$ cat src/rtl/oled_spi_sink_pkg.sv
// Shared constants for the OLED SPI display model: decoded command codes and
// the address-decoder state encoding.
package oled_spi_sink_pkg;

   localparam logic [7:0] CMD_SET_COL  = 8'h21;
   localparam logic [7:0] CMD_SET_PAGE = 8'h22;

   typedef enum logic [2:0] {
      ST_IDLE,
      ST_COL_S,
      ST_COL_E,
      ST_PG_S,
      ST_PG_E
   } dec_state_t;

endpackage

$ cat src/rtl/oled_spi_sink_if.sv
// OLED 4-wire SPI pin bundle (plus display reset) between display master and sink.
interface oled_spi_sink_if;
   logic cs_n;
   logic sclk;
   logic dc;
   logic sdin;
   logic oled_rst;

   modport master (output cs_n, output sclk, output dc, output sdin, output oled_rst);
   modport slave  (input  cs_n, input  sclk, input  dc, input  sdin, input  oled_rst);
endinterface

$ cat src/rtl/oled_spi_sink_byte_rx.sv
// Oversampling SPI byte assembler: synchronises the pins, detects sclk rising
// edges and shifts MSB-first bytes tagged with dc.
module oled_spi_byte_rx #(
   parameter int unsigned SYNC_STAGES = 2
) (
   input  logic                clk,
   input  logic                rst_n,
   oled_spi_sink_if.slave      spi,
   output logic                o_rx_valid,
   output logic [7:0]          o_rx_byte,
   output logic                o_rx_dc,
   output logic                o_frame_err,
   output logic                o_dev_rst
);

   logic [SYNC_STAGES-1:0] r_cs_sync, r_sclk_sync, r_rst_sync, r_dc_sync, r_sdin_sync;
   logic                   r_sclk_prev, r_cs_prev;
   logic [6:0]             r_shift;
   logic [2:0]             r_bit_cnt;
   logic                   r_rx_valid, r_rx_dc, r_frame_err;
   logic [7:0]             r_rx_byte;

   logic w_cs, w_sclk, w_dc, w_sdin, w_sclk_rise, w_capture;

   always_ff @(posedge clk) begin
      if (!rst_n) begin
         r_cs_sync   <= '1;
         r_sclk_sync <= '1;
         r_rst_sync  <= '1;
         r_dc_sync   <= '0;
         r_sdin_sync <= '0;
         r_sclk_prev <= 1'b1;
         r_cs_prev   <= 1'b1;
      end else begin
         r_cs_sync   <= {r_cs_sync[SYNC_STAGES-2:0],   spi.cs_n};
         r_sclk_sync <= {r_sclk_sync[SYNC_STAGES-2:0], spi.sclk};
         r_rst_sync  <= {r_rst_sync[SYNC_STAGES-2:0],  spi.oled_rst};
         r_dc_sync   <= {r_dc_sync[SYNC_STAGES-2:0],   spi.dc};
         r_sdin_sync <= {r_sdin_sync[SYNC_STAGES-2:0], spi.sdin};
         r_sclk_prev <= r_sclk_sync[SYNC_STAGES-1];
         r_cs_prev   <= r_cs_sync[SYNC_STAGES-1];
      end
   end

   assign w_cs        = r_cs_sync[SYNC_STAGES-1];
   assign w_sclk      = r_sclk_sync[SYNC_STAGES-1];
   assign w_dc        = r_dc_sync[SYNC_STAGES-1];
   assign w_sdin      = r_sdin_sync[SYNC_STAGES-1];
   assign o_dev_rst   = ~r_rst_sync[SYNC_STAGES-1];
   assign w_sclk_rise = w_sclk & ~r_sclk_prev;
   // cs_n seen low last cycle still qualifies an edge, so a byte whose 8th edge
   // coincides with cs_n rising is delivered rather than dropped.
   assign w_capture   = w_sclk_rise & ~(w_cs & r_cs_prev);

   always_ff @(posedge clk) begin
      if (!rst_n || o_dev_rst) begin
         r_shift     <= '0;
         r_bit_cnt   <= '0;
         r_rx_valid  <= 1'b0;
         r_rx_byte   <= '0;
         r_rx_dc     <= 1'b0;
         r_frame_err <= 1'b0;
      end else begin
         r_rx_valid  <= 1'b0;
         r_frame_err <= 1'b0;
         if (w_capture) begin
            r_shift <= {r_shift[5:0], w_sdin};
            if (r_bit_cnt == 3'd7) begin
               r_rx_valid <= 1'b1;
               r_rx_byte  <= {r_shift, w_sdin};
               r_rx_dc    <= w_dc;
               r_bit_cnt  <= '0;
            end else begin
               r_bit_cnt <= r_bit_cnt + 3'd1;
            end
         end else if (w_cs) begin
            r_bit_cnt   <= '0;
            r_frame_err <= (r_bit_cnt != '0);
         end
      end
   end

   assign o_rx_valid  = r_rx_valid;
   assign o_rx_byte   = r_rx_byte;
   assign o_rx_dc     = r_rx_dc;
   assign o_frame_err = r_frame_err;

endmodule

$ cat src/rtl/oled_spi_sink.sv
// SSD1306-style display model: decodes column/page address commands and turns
// data bytes into GDDRAM write strobes with horizontal auto-increment.
module oled_spi_sink
   import oled_spi_sink_pkg::*;
#(
   parameter int unsigned SYNC_STAGES = 2,
   parameter int unsigned COL_W       = 7,
   parameter int unsigned PAGE_W      = 3
) (
   input  logic                    clk,
   input  logic                    rst_n,
   oled_spi_sink_if.slave          spi,
   output logic                    rx_valid,
   output logic [7:0]              rx_byte,
   output logic                    rx_dc,
   output logic                    cmd_valid,
   output logic [7:0]              cmd_byte,
   output logic                    ram_we,
   output logic [PAGE_W+COL_W-1:0] ram_addr,
   output logic [7:0]              ram_wdata,
   output logic                    frame_err,
   output logic                    proto_err
);

   logic       w_rx_valid, w_rx_dc, w_dev_rst;
   logic [7:0] w_rx_byte;

   oled_spi_byte_rx #(.SYNC_STAGES(SYNC_STAGES)) u_byte_rx (
      .clk         (clk),
      .rst_n       (rst_n),
      .spi         (spi),
      .o_rx_valid  (w_rx_valid),
      .o_rx_byte   (w_rx_byte),
      .o_rx_dc     (w_rx_dc),
      .o_frame_err (frame_err),
      .o_dev_rst   (w_dev_rst)
   );

   dec_state_t r_state, w_state_nxt;
   logic w_cmd_valid, w_data, w_proto, w_set_cs, w_set_ce, w_set_ps, w_set_pe;

   logic [COL_W-1:0]  r_col, r_col_start, r_col_end, r_pend;
   logic [PAGE_W-1:0] r_page, r_page_start, r_page_end;
   logic              r_ram_we, r_proto_err;
   logic [7:0]        r_ram_wdata, r_cmd_byte;
   logic [PAGE_W+COL_W-1:0] r_ram_addr;

   always_ff @(posedge clk) begin
      if (!rst_n || w_dev_rst) r_state <= ST_IDLE;
      else                     r_state <= w_state_nxt;
   end

   always_comb begin
      w_state_nxt = r_state;
      if (w_rx_valid) begin
         case (r_state)
            ST_IDLE: begin
               if (!w_rx_dc && w_rx_byte == CMD_SET_COL)       w_state_nxt = ST_COL_S;
               else if (!w_rx_dc && w_rx_byte == CMD_SET_PAGE) w_state_nxt = ST_PG_S;
            end
            ST_COL_S: w_state_nxt = w_rx_dc ? ST_IDLE : ST_COL_E;
            ST_PG_S:  w_state_nxt = w_rx_dc ? ST_IDLE : ST_PG_E;
            default:  w_state_nxt = ST_IDLE;
         endcase
      end
   end

   always_comb begin
      w_cmd_valid = 1'b0;
      w_data      = 1'b0;
      w_proto     = 1'b0;
      w_set_cs    = 1'b0;
      w_set_ce    = 1'b0;
      w_set_ps    = 1'b0;
      w_set_pe    = 1'b0;
      if (w_rx_valid) begin
         if (w_rx_dc) begin
            w_data  = 1'b1;
            w_proto = (r_state != ST_IDLE);
         end else begin
            case (r_state)
               ST_IDLE:  w_cmd_valid = (w_rx_byte != CMD_SET_COL) && (w_rx_byte != CMD_SET_PAGE);
               ST_COL_S: w_set_cs = 1'b1;
               ST_COL_E: w_set_ce = 1'b1;
               ST_PG_S:  w_set_ps = 1'b1;
               ST_PG_E:  w_set_pe = 1'b1;
               default:  ;
            endcase
         end
      end
   end

   // The start argument is held in r_pend and committed together with the end
   // argument, so a range update abandoned by a data byte leaves no trace.
   always_ff @(posedge clk) begin
      if (!rst_n || w_dev_rst) begin
         r_col        <= '0;
         r_col_start  <= '0;
         r_col_end    <= '1;
         r_page       <= '0;
         r_page_start <= '0;
         r_page_end   <= '1;
         r_pend       <= '0;
         r_ram_we     <= 1'b0;
         r_ram_addr   <= '0;
         r_ram_wdata  <= '0;
         r_proto_err  <= 1'b0;
         r_cmd_byte   <= '0;
      end else begin
         r_ram_we    <= w_data;
         r_proto_err <= w_proto;
         if (w_cmd_valid) r_cmd_byte <= w_rx_byte;
         if (w_set_cs || w_set_ps) r_pend <= w_rx_byte[COL_W-1:0];
         if (w_set_ce) begin
            r_col_start <= r_pend;
            r_col_end   <= w_rx_byte[COL_W-1:0];
            r_col       <= r_pend;
         end
         if (w_set_pe) begin
            r_page_start <= r_pend[PAGE_W-1:0];
            r_page_end   <= w_rx_byte[PAGE_W-1:0];
            r_page       <= r_pend[PAGE_W-1:0];
         end
         if (w_data) begin
            r_ram_addr  <= {r_page, r_col};
            r_ram_wdata <= w_rx_byte;
            if (r_col == r_col_end) begin
               r_col  <= r_col_start;
               r_page <= (r_page == r_page_end) ? r_page_start : r_page + PAGE_W'(1);
            end else begin
               r_col <= r_col + COL_W'(1);
            end
         end
      end
   end

   assign rx_valid  = w_rx_valid;
   assign rx_byte   = w_rx_byte;
   assign rx_dc     = w_rx_dc;
   assign cmd_valid = w_cmd_valid;
   assign cmd_byte  = w_cmd_valid ? w_rx_byte : r_cmd_byte;
   assign ram_we    = r_ram_we;
   assign ram_addr  = r_ram_addr;
   assign ram_wdata = r_ram_wdata;
   assign proto_err = r_proto_err;

endmodule
$ cat src/flat_wrapper.sv
// flat-port wrapper written by rule: the top's interface ports become plain ports
module oled_spi_sink_flat import oled_spi_sink_pkg::*;
#(
   parameter int unsigned SYNC_STAGES = 2,
   parameter int unsigned COL_W       = 7,
   parameter int unsigned PAGE_W      = 3
)
  (clk, rst_n, rx_valid, rx_byte, rx_dc, cmd_valid, cmd_byte, ram_we, ram_addr, ram_wdata, frame_err, proto_err, spi_cs_n, spi_sclk, spi_dc, spi_sdin, spi_oled_rst);
  oled_spi_sink_if spi_i ();
  input  logic clk;
  input  logic rst_n;
  output logic rx_valid;
  output logic [7:0] rx_byte;
  output logic rx_dc;
  output logic cmd_valid;
  output logic [7:0] cmd_byte;
  output logic ram_we;
  output logic [PAGE_W+COL_W-1:0] ram_addr;
  output logic [7:0] ram_wdata;
  output logic frame_err;
  output logic proto_err;
  input wire logic [$bits(spi_i.cs_n)-1:0] spi_cs_n;
  input wire logic [$bits(spi_i.sclk)-1:0] spi_sclk;
  input wire logic [$bits(spi_i.dc)-1:0] spi_dc;
  input wire logic [$bits(spi_i.sdin)-1:0] spi_sdin;
  input wire logic [$bits(spi_i.oled_rst)-1:0] spi_oled_rst;
  assign spi_i.cs_n = spi_cs_n;
  assign spi_i.sclk = spi_sclk;
  assign spi_i.dc = spi_dc;
  assign spi_i.sdin = spi_sdin;
  assign spi_i.oled_rst = spi_oled_rst;
  oled_spi_sink #(.SYNC_STAGES(SYNC_STAGES), .COL_W(COL_W), .PAGE_W(PAGE_W)) u_core (.clk(clk), .rst_n(rst_n), .spi(spi_i), .rx_valid(rx_valid), .rx_byte(rx_byte), .rx_dc(rx_dc), .cmd_valid(cmd_valid), .cmd_byte(cmd_byte), .ram_we(ram_we), .ram_addr(ram_addr), .ram_wdata(ram_wdata), .frame_err(frame_err), .proto_err(proto_err));
endmodule
$ cat config.mk
export PLATFORM = sky130hd
export DESIGN_NAME = oled_spi_sink_flat
export DESIGN_NICKNAME = d
export VERILOG_FILES = /design/src/rtl/oled_spi_sink_pkg.sv /design/src/rtl/oled_spi_sink_if.sv /design/src/rtl/oled_spi_sink_byte_rx.sv /design/src/rtl/oled_spi_sink.sv /design/src/flat_wrapper.sv
export SDC_FILE = /design/constraint.sdc
export NUM_CORES = 1
export LEC_CHECK = 0
export CORE_UTILIZATION = 55
export DETAILED_ROUTE_END_ITERATION = 10
export PLACE_DENSITY = 0.9
export SLEW_MARGIN = 20
export SYNTH_ARGS = -nofsm -noshare
export SYNTH_HDL_FRONTEND = slang
export SYNTH_SLANG_ARGS = --single-unit
$ cat constraint.sdc
create_clock -name clk -period 3.6 [get_ports clk]
set_input_delay 0.72 -clock clk [delete_from_list [all_inputs] [get_ports clk]]
set_output_delay 0.72 -clock clk [all_outputs]
set_load 0.005 [all_outputs]
==> impl_metrics.json <==
{
  "place_hpwl_um": 6360,
  "synthTopCellsByArea": "dfxtp_1 (49%), nand2_1 (11%), a21oi_1 (7.4%)",
  "grt_pass1_vias": 3063,
  "slew_headroom": 0.394,
  "arrival_ps": 2580,
  "seq_area_frac_synth": 0.492,
  "numCtsBuffers": 9,
  "hold_ws_ps": 417,
  "worst_setup_path_start_kind": "flip-flop",
  "first_pass_iters": 5,
  "drtAntennaViolNets": 0,
  "peakVddDrop_uv": 222,
  "dp_cells": 585,
  "clock_path_buffers": 2,
  "slew_viol_final": 0,
  "grt_remaining_overflow": 0,
  "seqCellArea_sq_mm": 0.00202,
  "fillers": 558,
  "cts-htree-levels": 3,
  "cts_setup_buffers": 0,
  "period_share": 0.917,
  "synthTopCellsByCount": "nand2_1 (118), dfxtp_1 (101), a21oi_1 (61)",
  "multi_input_area_sq_mm": 0.00189,
  "min_path_cells": 1,
  "syn_inst": 466,
  "rr_worst_depth": 5,
  "start_util": 0.566,
  "synth_seq_cells": 101,
  "setup_violations": 0,
  "synth_area_sq_mm": 0.00411,
  "leakage_nw": 1.78,
  "viasPerCell": 5.64,
  "path_class": "flip-flop to output pin",
  "setup-tns-final_ps": 0,
  "worstMarginPinSlew_ps": 907,
  "pin_count": 47,
  "hold_buffers": 0,
  "status": "finished, final reports clean",
  "nets": 509,
  "clock_skew_ps": 9.22,
  "stdcell_count": 601,
  "wl_per_cell_um": 15.5,
  "antenna_found_initial": 0,
  "power_density_mw_per_mm2": 396,
  "synth_nets": 478,
  "synth_cell_type_count": 44,
  "synthArstFlopShare": 0,
  "required_ps": 2880,
  "yosys_warnings": 0,
  "yosysTopAreaCell": "dfxtp_1",
  "drive_above_1_share": 0.0757,
  "area_growth_pct": 15.7,
  "finalCriticalPeriod_ps": 3300,
  "grt_use_total": 0.254,
  "hp-class": "flip-flop to flip-flop",
  "drt-total-wl_um": 9320,
  "maxCapViolCount": 0,
  "antennaDiodeCount": 0,
  "dieArea_sq_mm": 0.00782,
  "vias": 3387,
  "cts.sink_count": 101,
  "rsz0062_at_grt": "false",
  "synth_edf_count": 0,
  "worstSkewPairLatency_ps": 370,
  "drc": 0,
  "synthFlopType": "dfxtp_1",
  "gp_routability_congestion": 0.869,
  "clk_pin_slew_ps": 110,
  "cts.repair.resized": 0,
  "hold_violations": 0,
  "grt_max_degree": 34,
  "num_rows": 31,
  "die_w_um": 88.4,
  "critPathCaptureType": "output pin",
  "avgSynthCellArea_sq_um": 8.82,
  "io_buffers": 46,
  "fmax_mhz": 303,
  "core_area_sq_mm": 0.00725,
  "drt-initial-drc-count": 345,
  "synth_top_area_frac": 0.492,
  "cts-root-buf": "clkbuf_8",
  "die_height_um": 88.4,
  "yosysMostFrequentCell": "nand2_1",
  "grt_pass1_wl_um": 14900,
  "cts_tree": "yes",
  "crit_fanout": 10
}
## power breakdown
group          internal, mW  switching, mW  leakage (nW)
logic                0.0135         0.0259         0.870
registers              1.12        0.00184         0.816
clock network         0.277          0.444        0.0990
## logic make-up after synthesis
logic type | after synthesis | share of synthesized area
buf+inv | 38 | 0.0496
compound gates | 82 | 0.113
flops | 101 | 0.492
xor+xnor | 17 | 0.0362
mux | 24 | 0.0685
fa+ha+maj | 5 | 0.0152
simple gates | 199 | 0.225
## state kept, by name (all words and copies together) (netlist names), 7 cells and up
signal                      cells
u_core.r_col_start              7
u_core.ram_wdata                8
u_core.ram_addr                10
u_core.r_col                    7
u_core.u_byte_rx.o_rx_byte      8
u_core.r_col_end                7
u_core.u_byte_rx.r_shift        7
u_core.r_pend                   7
u_core.r_cmd_byte               8
## placed cells by master, fill, tap and decap left out, drive strengths merged, types with 10 or more instances in the layout
| master | count |
|---|---|
| and2 | 16 |
| nor2 | 16 |
| xnor2 | 10 |
| mux2i | 15 |
| nand2 | 118 |
| clkdlybuf4s50 | 46 |
| inv | 12 |
| a21oi | 61 |
| dfxtp | 101 |
| nand3 | 22 |
## final timing paths
| kind | slack [ps] | end | startpoint |
|---|---|---|---|
| worst max register to register | 1250 | u_core.r_col[5] | u_core.u_byte_rx.o_rx_valid |
| worst min-delay path | 420 | u_core.u_byte_rx.r_sclk_sync[1] | u_core.u_byte_rx.r_sclk_sync[0] |
| worst max-delay path | 300 | cmd_byte[6] | u_core.u_byte_rx.o_rx_valid |
| worst min register to register | 420 | u_core.u_byte_rx.r_sclk_sync[1] | u_core.u_byte_rx.r_sclk_sync[0] |
## area by class of cell
class,count,area share
Inverter,7,0.00553
Tap cell,99,0.0261
Timing Repair Buffer,51,0.105
Clock buffer,9,0.0261
Clock inverter,7,0.0158
Sequential cell,101,0.425
Multi-Input combinational cell,327,0.397
## per-stage QoR
stage | power, mW | util | cell area (sq um) | setup slack, ps
CTS | 1.89 | 0.656 | 4750 | 305
global route | 1.95 | 0.656 | 4750 | 162
floorplan | 1.18 | - | 4110 | 1500
finish | 1.88 | 0.656 | 4750 | 297
detailed placement | 1.19 | 0.628 | 4560 | 757
global placement | 1.19 | 0.628 | 4560 | 868
## metal layers
metal | track usage | vias up | wire, um
met5 | 0 | - | 0
met4 | 0.110 | 0 | 283
met3 | 0.0700 | 25 | 611
met2 | 0.437 | 126 | 4610
met1 | 0.297 | 1615 | 3810
li1 | - | 1621 | -
## critical path, stage by stage, from the launching register on
cell	delay [ps]
dfxtp_1	530
nor3b_4	320
and3_1	550
mux2_4	350
clkdlybuf4s50_1	460
Note: power is estimated with default switching activity, not from simulation.
